## src/rtl/cpu_mem_pkg.sv

```systemverilog
// cpu_mem_pkg
//   Shared definitions for the CPU-side RAM access controller.
//   Holds the default RAM geometry (128 x 16) and the controller FSM
//   state encoding, so that other blocks can decode the state if needed.
package cpu_mem_pkg;

  localparam int CPU_ADDR_W = 7;
  localparam int CPU_DATA_W = 16;

  typedef enum logic [1:0] {
    ST_IDLE    = 2'd0,
    ST_RD_WAIT = 2'd1,
    ST_RSP     = 2'd2,
    ST_CLEAR   = 2'd3
  } state_t;

endpackage

```

## src/rtl/ram_access_ctrl.sv

```systemverilog
// ram_access_ctrl
//   Arbitrates CPU single-word reads/writes and a whole-RAM zero-fill onto
//   one synchronous single-port RAM (read data appears the cycle after
//   ram_read_en).
//
// Ports
//   clk, rst_n            clock, asynchronous active-low reset
//   req_valid/req_ready   CPU request handshake
//   req_we                1 = write, 0 = read
//   req_addr, req_wdata   request word address / write data
//   rsp_valid/rsp_ready   read response handshake
//   rsp_rdata             registered read data
//   wr_done               one-cycle pulse after each accepted write
//   clr_req / clr_done    zero-fill request / one-cycle completion pulse
//   busy                  FSM not idle
//   ram_*                 RAM port (enables are mutually exclusive)
module ram_access_ctrl
  import cpu_mem_pkg::*;
#(
  parameter int ADDR_W = CPU_ADDR_W,
  parameter int DATA_W = CPU_DATA_W
) (
  input  logic              clk,
  input  logic              rst_n,
  input  logic              req_valid,
  output logic              req_ready,
  input  logic              req_we,
  input  logic [ADDR_W-1:0] req_addr,
  input  logic [DATA_W-1:0] req_wdata,
  output logic              rsp_valid,
  input  logic              rsp_ready,
  output logic [DATA_W-1:0] rsp_rdata,
  output logic              wr_done,
  input  logic              clr_req,
  output logic              clr_done,
  output logic              busy,
  output logic              ram_read_en,
  output logic              ram_write_en,
  output logic [ADDR_W-1:0] ram_addr,
  output logic [DATA_W-1:0] ram_din,
  input  logic [DATA_W-1:0] ram_dout
);

  state_t            state, state_nxt;
  logic [ADDR_W-1:0] cnt;
  logic              accept;
  logic              clr_last;

  assign accept   = req_valid && req_ready;
  assign clr_last = (state == ST_CLEAR) && (cnt == {ADDR_W{1'b1}});

  // State register
  always_ff @(posedge clk or negedge rst_n) begin
    if (!rst_n) state <= ST_IDLE;
    else        state <= state_nxt;
  end

  // Next-state logic. clr_req wins over a request in IDLE and is
  // ignored everywhere else.
  always_comb begin
    state_nxt = state;
    unique case (state)
      ST_IDLE: begin
        if (clr_req)                 state_nxt = ST_CLEAR;
        else if (req_valid && !req_we) state_nxt = ST_RD_WAIT;
      end
      ST_RD_WAIT: state_nxt = ST_RSP;
      ST_RSP:     if (rsp_ready) state_nxt = ST_IDLE;
      ST_CLEAR:   if (clr_last)  state_nxt = ST_IDLE;
      default:    state_nxt = ST_IDLE;
    endcase
  end

  // Output logic. Everything handshake- or RAM-facing is gated by rst_n so
  // nothing leaks out while reset is held, even with req_valid high.
  always_comb begin
    req_ready    = 1'b0;
    rsp_valid    = 1'b0;
    busy         = 1'b0;
    ram_read_en  = 1'b0;
    ram_write_en = 1'b0;
    ram_addr     = req_addr;
    ram_din      = req_wdata;
    if (rst_n) begin
      unique case (state)
        ST_IDLE: begin
          req_ready = !clr_req;
          if (req_valid && !clr_req) begin
            ram_write_en = req_we;
            ram_read_en  = !req_we;
          end
        end
        ST_RD_WAIT: busy = 1'b1;
        ST_RSP: begin
          busy      = 1'b1;
          rsp_valid = 1'b1;
        end
        ST_CLEAR: begin
          busy         = 1'b1;
          ram_write_en = 1'b1;
          ram_addr     = cnt;
          ram_din      = '0;
        end
        default: ;
      endcase
    end
  end

  // Clear address counter: armed to 0 on entry, then walks every word.
  // It wraps back to 0 naturally after the last address.
  always_ff @(posedge clk or negedge rst_n) begin
    if (!rst_n)                           cnt <= '0;
    else if (state == ST_IDLE && clr_req) cnt <= '0;
    else if (state == ST_CLEAR)           cnt <= cnt + 1'b1;
  end

  // Read data is captured once in RD_WAIT and then held for the whole
  // RSP phase, so it stays stable under back-pressure.
  always_ff @(posedge clk or negedge rst_n) begin
    if (!rst_n)                    rsp_rdata <= '0;
    else if (state == ST_RD_WAIT)  rsp_rdata <= ram_dout;
  end

  // Completion pulses
  always_ff @(posedge clk or negedge rst_n) begin
    if (!rst_n) begin
      wr_done  <= 1'b0;
      clr_done <= 1'b0;
    end else begin
      wr_done  <= accept && req_we;
      clr_done <= clr_last;
    end
  end

endmodule
```

## config.mk

```make
export PLATFORM = sky130hd
export DESIGN_NAME = ram_access_ctrl
export DESIGN_NICKNAME = d
export VERILOG_FILES = /design/src/rtl/cpu_mem_pkg.sv /design/src/rtl/ram_access_ctrl.sv
export SDC_FILE = /design/constraint.sdc
export NUM_CORES = 1
export LEC_CHECK = 0
export CAP_MARGIN = 20
export CORE_MARGIN = 3
export CORE_UTILIZATION = 33
export CTS_CLUSTER_DIAMETER = 120
export DETAILED_ROUTE_END_ITERATION = 7
export PLACE_DENSITY = 0.77
export REMOVE_ABC_BUFFERS = 1
export SLEW_MARGIN = 20
export SYNTH_ARGS = -nofsm -noshare
export SYNTH_HDL_FRONTEND = slang
export SYNTH_SLANG_ARGS = --single-unit
```

## constraint.sdc

```tcl
create_clock -name clk -period 1.8 [get_ports clk]
set_input_delay 0.36 -clock clk [delete_from_list [all_inputs] [get_ports clk]]
set_output_delay 0.36 -clock clk [all_outputs]
set_load 0.03 [all_outputs]
```

==> results.json, run 1 <==
{
  "grt_overflow_total": 0,
  "drive_gt1_share_pct": 44.64,
  "htree_levels": 1,
  "worstPathMaxFanout": 6,
  "synth_seq_area_share_pct": 47.96,
  "seqCellArea_um2": 675.6,
  "fin_ws_ns": -0.1950,
  "critical_path_class": "reg2out",
  "cts_tree": "yes",
  "peakVddDrop_mv": 1.108,
  "synth_top_cell_by_area": "dfrtp_1",
  "finalInstanceArea_um2": 2861,
  "wl_per_cell_um": 15.58,
  "finalMaxSlewViolations": 0,
  "dp_hpwl_um": 3165,
  "avgSynthCellArea_um2": 11.55,
  "die_y_um": 71.34,
  "power.share.clock_pct": 8.5,
  "min_path_type": "in2async",
  "p_comb_share_pct": 66.1,
  "period_share_pct": 110.8,
  "outcome": "complete, but fails checks",
  "dieArea_um2": 5089,
  "syn_area_um2": 1409,
  "violations": "setup timing",
  "start_util_pct": 34.72,
  "syn-instance-count": 122,
  "cts_hold_buf": 0,
  "p_int_mw": 2.353,
  "synth_cell_type_count": 25,
  "crit_chain": "ha_4 -> nand2_4 -> buf_12 -> buf_8 -> mux2_4 -> buf_6",
  "drt_wl_total_um": 4425,
  "multiInputGateArea_um2": 802.0,
  "crit_start": "state[0]$_DFFE_PN0P_",
  "viasPerCell": 4.817,
  "cts_made_buffers": 3,
  "period_needed_ns": 1.995,
  "fin_worst_skew_ns": 0.004072,
  "setup-violations-final": 27,
  "pwr-share-seq_pct": 25.4,
  "die_w_um": 71.34,
  "cpPeakStageDelay_ns": 0.43,
  "cp.required_ns": 1.44,
  "fin_nets": 285,
  "fmax_ghz": 0.5012,
  "fill_cells": 302,
  "slew-limit-headroom_pct": 78.19,
  "cts_buffer_depth": 2,
  "fin_setup_tns_ns": -3.704,
  "p_switching_mw": 1.550,
  "worstPathArrival_ns": 1.64,
  "start_kind": "register",
  "endpoint_kind": "output pin",
  "hold_viol": 0,
  "rows": 23,
  "path_clk_slew_ns": 0.09,
  "dr.pass1.iters": 4,
  "antenna_found_initial": 1,
  "layout_commonest_cell": "clkdlybuf4s50_1",
  "grt_max_degree": 18,
  "grtUsageTotal_pct": 17.02,
  "cts_root_buffer": "clkbuf_8",
  "p_per_area_nw_per_um2": 1364,
  "placed_area_um2": 2415,
  "drtAntennaViolNets": 0,
  "netSwitchingFraction_pct": 39.72,
  "synth_top_cell_area_share_pct": 47.96,
  "drc": 0,
  "io_pins": 91,
  "ys_ff_latch": 27,
  "gp_congestion": 0.8255,
  "clock_sinks": 27,
  "io_buffer_count": 90,
  "grt_pass1_vias": 1495,
  "drt_iter0_markers": 4,
  "via_count": 1368,
  "slowest_stage": "dfrtp_1",
  "rr_startpoint": "cnt[0]$_DFFE_PN0P_",
  "syn2layout_area_growth_pct": 103.1,
  "ys_warn_count": 0,
  "utilization_pct": 70.52,
  "power_leakage_nw": 1.301,
  "tightest_slew_ns": 0.3261,
  "ys_top_cells_by_area": "dfrtp_1, mux2_2, and2_1",
  "layout_common_cells": "clkdlybuf4s50_1, buf_6, dfrtp_1, mux2_2, and2_4",
  "coreArea_um2": 4058,
  "rsz0062_at_grt": "yes",
  "maxCapViolCount": 0,
  "grt_pass1_wl_um": 6969,
  "clock_latency_ns": 0.26
}
==> Yosys cell counts, drive strengths merged <==
cell type / count
nand3b: 1
xor2: 3
nand4: 3
buf: 4
nand2: 4
ha: 6
o21ai: 3
dfrtp: 27
clkbuf: 2
nand3: 4
nor2b: 1
and3b: 2
xnor2: 1
a21oi: 3
mux2: 24
or3: 2
and2: 18
nor2: 6
mux2i: 3
inv: 3
nand2b: 2
==> metal layers <==
metal	share of wire [%]	GRT usage, %	wire length (um)	vias to the layer above
met3	10	6.031	445	4
li1	-	-	-	639
met4	1.4	3.967	64	0
met1	38	18.83	1685	647
met2	50	31.02	2230	78
met5	0	0	0	-
==> worst paths after layout <==
| path | cells past startpoint | slack (ns) | end |
|---|---|---|---|
| worst max-delay path | 6 | -0.20 | ram_addr[1] |
| max in group asynchronous | 2 | 1.24 | cnt[5]$_DFFE_PN0P_ |
| min in group clk | 1 | 0.51 | rsp_rdata[13]$_DFFE_PN0P_ |
| worst min register to register | 1 | 0.51 | rsp_rdata[13]$_DFFE_PN0P_ |
| worst max register to register | 5 | 0.21 | state[0]$_DFFE_PN0P_ |
| worst min-delay path | 2 | 0.29 | cnt[0]$_DFFE_PN0P_ |
==> area by class of cell <==
type	instances	share of cell area [%]
multi-input cells	86	28.03
clock buffers	4	1.574
inverters	3	0.5684
repair buffers	113	43.94
flip-flops and latches	27	23.61
diodes	1	0.08745
well taps	50	2.186
==> sequential cells by signal, indices dropped and copies added (netlist names) <==
| name | count |
|---|---|
| rsp_rdata | 16 |
| cnt | 7 |
| state | 2 |
| clr_done | 1 |
| wr_done | 1 |
==> critical path: cells and delay by family, from the launching register on <==
family	cells	cell delay, ns
flip-flops	1	0.43
AND/OR/NAND/NOR	1	0.09
adder cells (fa/ha/maj)	1	0.19
buffers and inverters	3	0.37
multiplexers	1	0.30
==> cell families (layout without fill, tap and decap cells) <==
group           Yosys count  in the layout  synth area share, %
flops                    27             27                47.96
fa+ha+maj                 6              6                5.328
mux                      27             27                21.31
compound gates            6              6                2.131
simple gates             43             43                17.85
buf+inv                   9            120                2.931
xor+xnor                  4              4                2.487
other cells               0              1                    0
==> through the flow <==
stage	hold WS [ns]	instances	power (mW)	worst slack [ns]
after floorplan	0.06441	116	2.196	-0.2139
after global placement	0.4901	270	3.144	-0.5009
after detailed placement	0.4949	270	3.161	-0.5278
after CTS	0.2297	277	3.697	-0.1859
after global routing	0.2906	284	4.146	-0.2611
final	0.2903	284	3.903	-0.1950
==> power by group through the flow <==
stage / Combinational (mW) / Clock (mW) / Sequential, mW
3_3_place_gp: 2.16 / 0 / 0.987
6_report: 2.58 / 0.332 / 0.992
4_1_cts: 2.37 / 0.346 / 0.984
2_1_floorplan: 0.836 / 0 / 1.36
5_1_grt: 2.74 / 0.375 / 1.03
3_5_place_dp: 2.17 / 0 / 0.988
==> what timing repair did <==
| action | 4_1_cts | 5_1_grt |
|---|---|---|
| setup buffers | 1 | 5 |
| setup endpoints to repair | 23 | 28 |
| gates resized for setup | 83 | 25 |
| pin swaps | 3 | 14 |
| cloned | 2 | 1 |
No activity file was read; power rests on OpenSTA's default activity.
==> run 2: changes to the inputs <==
- ABC_CLOCK_PERIOD_IN_PS: not set -> 1800
==> results of run 2 <==
Same layout as run 1: the final DEF is identical, and so are final timing and power.
==> run 3: changes to the inputs <==
- CORE_ASPECT_RATIO: not set -> 0.75
- GPL_ROUTABILITY_DRIVEN: not set -> 0
==> run 3 against run 2 <==
The flow still finishes with violations (setup timing). Critical path type unchanged. Worst setup slack improved by 0.029 ns. Highest routed layer unchanged. Die area increased by 0.15%. First-iteration DRC count increased to 20 times the previous value.
==> results.json, run 3 (synthesis results as in run 1) <==
{
  "violations": "setup timing",
  "finalMaxSlewViolations": 0,
  "grt_pass1_vias": 1435,
  "grt_overflow_total": 0,
  "num_antenna_cells": 0,
  "slew-limit-headroom_pct": 76.51,
  "fmax_ghz": 0.5087,
  "cts_buffer_depth": 2,
  "period_needed_ns": 1.966,
  "dp_hpwl_um": 3505,
  "worstPathMaxFanout": 2,
  "wl_per_cell_um": 17.02,
  "htree_levels": 1,
  "fin_worst_skew_ns": 0.004162,
  "rrSetupSlack_ns": 0.15,
  "clock_latency_ns": 0.27,
  "layout_common_cells": "clkdlybuf4s50_1, buf_6, dfrtp_1, buf_4, and2_4",
  "grtUsageTotal_pct": 18.78,
  "cp.required_ns": 1.44,
  "antenna_found_initial": 0,
  "drt_wl_total_um": 4902,
  "post-place-ws_ns": -0.5879,
  "hold_viol": 0,
  "cts_root_buffer": "clkbuf_8",
  "fin_ws_ns": -0.1659,
  "grt_pass1_wl_um": 7410,
  "regMostFlops": "rsp_rdata",
  "finalInstanceArea_um2": 2865,
  "cts_made_buffers": 3,
  "rsz0062_at_grt": "yes",
  "fin_setup_tns_ns": -1.629,
  "finalPower_mw": 3.993,
  "power_leakage_nw": 1.314,
  "clock_sinks": 27,
  "tightest_slew_ns": 0.3512,
  "die_w_um": 81.45,
  "period_share_pct": 109.2,
  "dr.pass1.iters": 4,
  "die_y_um": 62.59,
  "maxCapViolCount": 0,
  "rows": 19,
  "peakVddDrop_mv": 1.110,
  "setup-violations-final": 14,
  "grt_max_degree": 18,
  "via_count": 1352,
  "io_buffer_count": 90,
  "min_path_type": "in2async",
  "largest_reg_flops": 16,
  "fin_nets": 288,
  "start_util_pct": 36.36,
  "outcome": "complete, but fails checks",
  "coreArea_um2": 3875,
  "dieArea_um2": 5097,
  "hold_slack_ns": 0.3191,
  "worstPathArrival_ns": 1.61,
  "drive_gt1_share_pct": 45.76,
  "fill_cells": 245,
  "viasPerCell": 4.694,
  "drc": 0,
  "top_regs": "rsp_rdata: 16 flops, cnt: 7 flops, state: 2 flops",
  "critical_path_class": "reg2out",
  "start_kind": "register",
  "syn2layout_area_growth_pct": 103.4,
  "p_per_area_nw_per_um2": 1394,
  "drtAntennaViolNets": 0,
  "layout_commonest_cell": "clkdlybuf4s50_1",
  "drt_iter0_markers": 80,
  "cts_tree": "yes",
  "placed_area_um2": 2410,
  "path_clk_slew_ns": 0.10,
  "endpoint_kind": "output pin",
  "io_pins": 91
}
==> run 3: cell types whose count changed in the layout (fill, tap and decap cells not counted), sizes merged <==
| cell | before | now |
|---|---|---|
| buf | 49 | 52 |
| clkbuf | 5 | 4 |
| clkinvlp | 0 | 1 |
| diode | 1 | 0 |
==> run 3: routing by layer <==
metal	track usage, %	up-vias	share of wire, %
met4	2.954	0	1.6
li1	-	644	-
met3	4.035	8	3.7
met1	22.76	667	42
met5	0	-	0
met2	34.04	33	53
==> run 3: power by group <==
| part | switching, mW | total, mW | internal (mW) |
|---|---|---|---|
| Combinational | 1.29 | 2.64 | 1.35 |
| Clock | 0.194 | 0.351 | 0.157 |
| Sequential | 0.156 | 1.00 | 0.844 |
==> run 3: cell type report <==
class | count | area (um2) | share of cell area [%]
Clock buffer | 3 | 41.29 | 1.441
Clock inverter | 1 | 7.507 | 0.2620
Inverter | 3 | 16.27 | 0.5677
Multi-Input combinational cell | 86 | 838.3 | 29.26
Sequential cell | 27 | 675.6 | 23.58
Tap cell | 52 | 65.06 | 2.271
Timing Repair Buffer | 116 | 1221 | 42.62
==> run 3: path summary, 6_finish.rpt <==
kind | from | endpoint | depth (start not counted)
worst min register to register | rsp_rdata[7]$_DFFE_PN0P_ | rsp_rdata[7]$_DFFE_PN0P_ | 1
worst max register to register | state[1]$_DFFE_PN0P_ | rsp_rdata[5]$_DFFE_PN0P_ | 6
min in group clk | rsp_rdata[7]$_DFFE_PN0P_ | rsp_rdata[7]$_DFFE_PN0P_ | 1
worst min-delay path | rst_n | rsp_rdata[9]$_DFFE_PN0P_ | 2
worst max-delay path | state[0]$_DFFE_PN0P_ | ram_read_en | 7
max in group asynchronous | rst_n | cnt[5]$_DFFE_PN0P_ | 2
==> run 3: through the flow <==
step                util (%)  instances
finish                 73.94        288
global route           73.94        288
CTS                    70.33        283
detailed placement     62.19        272
global placement       62.19        272
floorplan                  -        116
==> run 3: timing repair <==
item,4_1_cts,5_1_grt
hold buffers,0,0
gates resized for setup,95,25
gates cloned,2,1
pin swaps,3,8
endpoints found under the setup margin,28,28
endpoints found under the hold margin,0,0
setup buffers,5,5
==> run 3: worst max-delay path, cell delays in order, from the launching register on <==
cell	delay, ns
dfrtp_1	0.42
buf_6	0.13
inv_4	0.03
ha_4	0.14
and3b_1	0.17
buf_4	0.14
and3b_1	0.16
buf_6	0.13
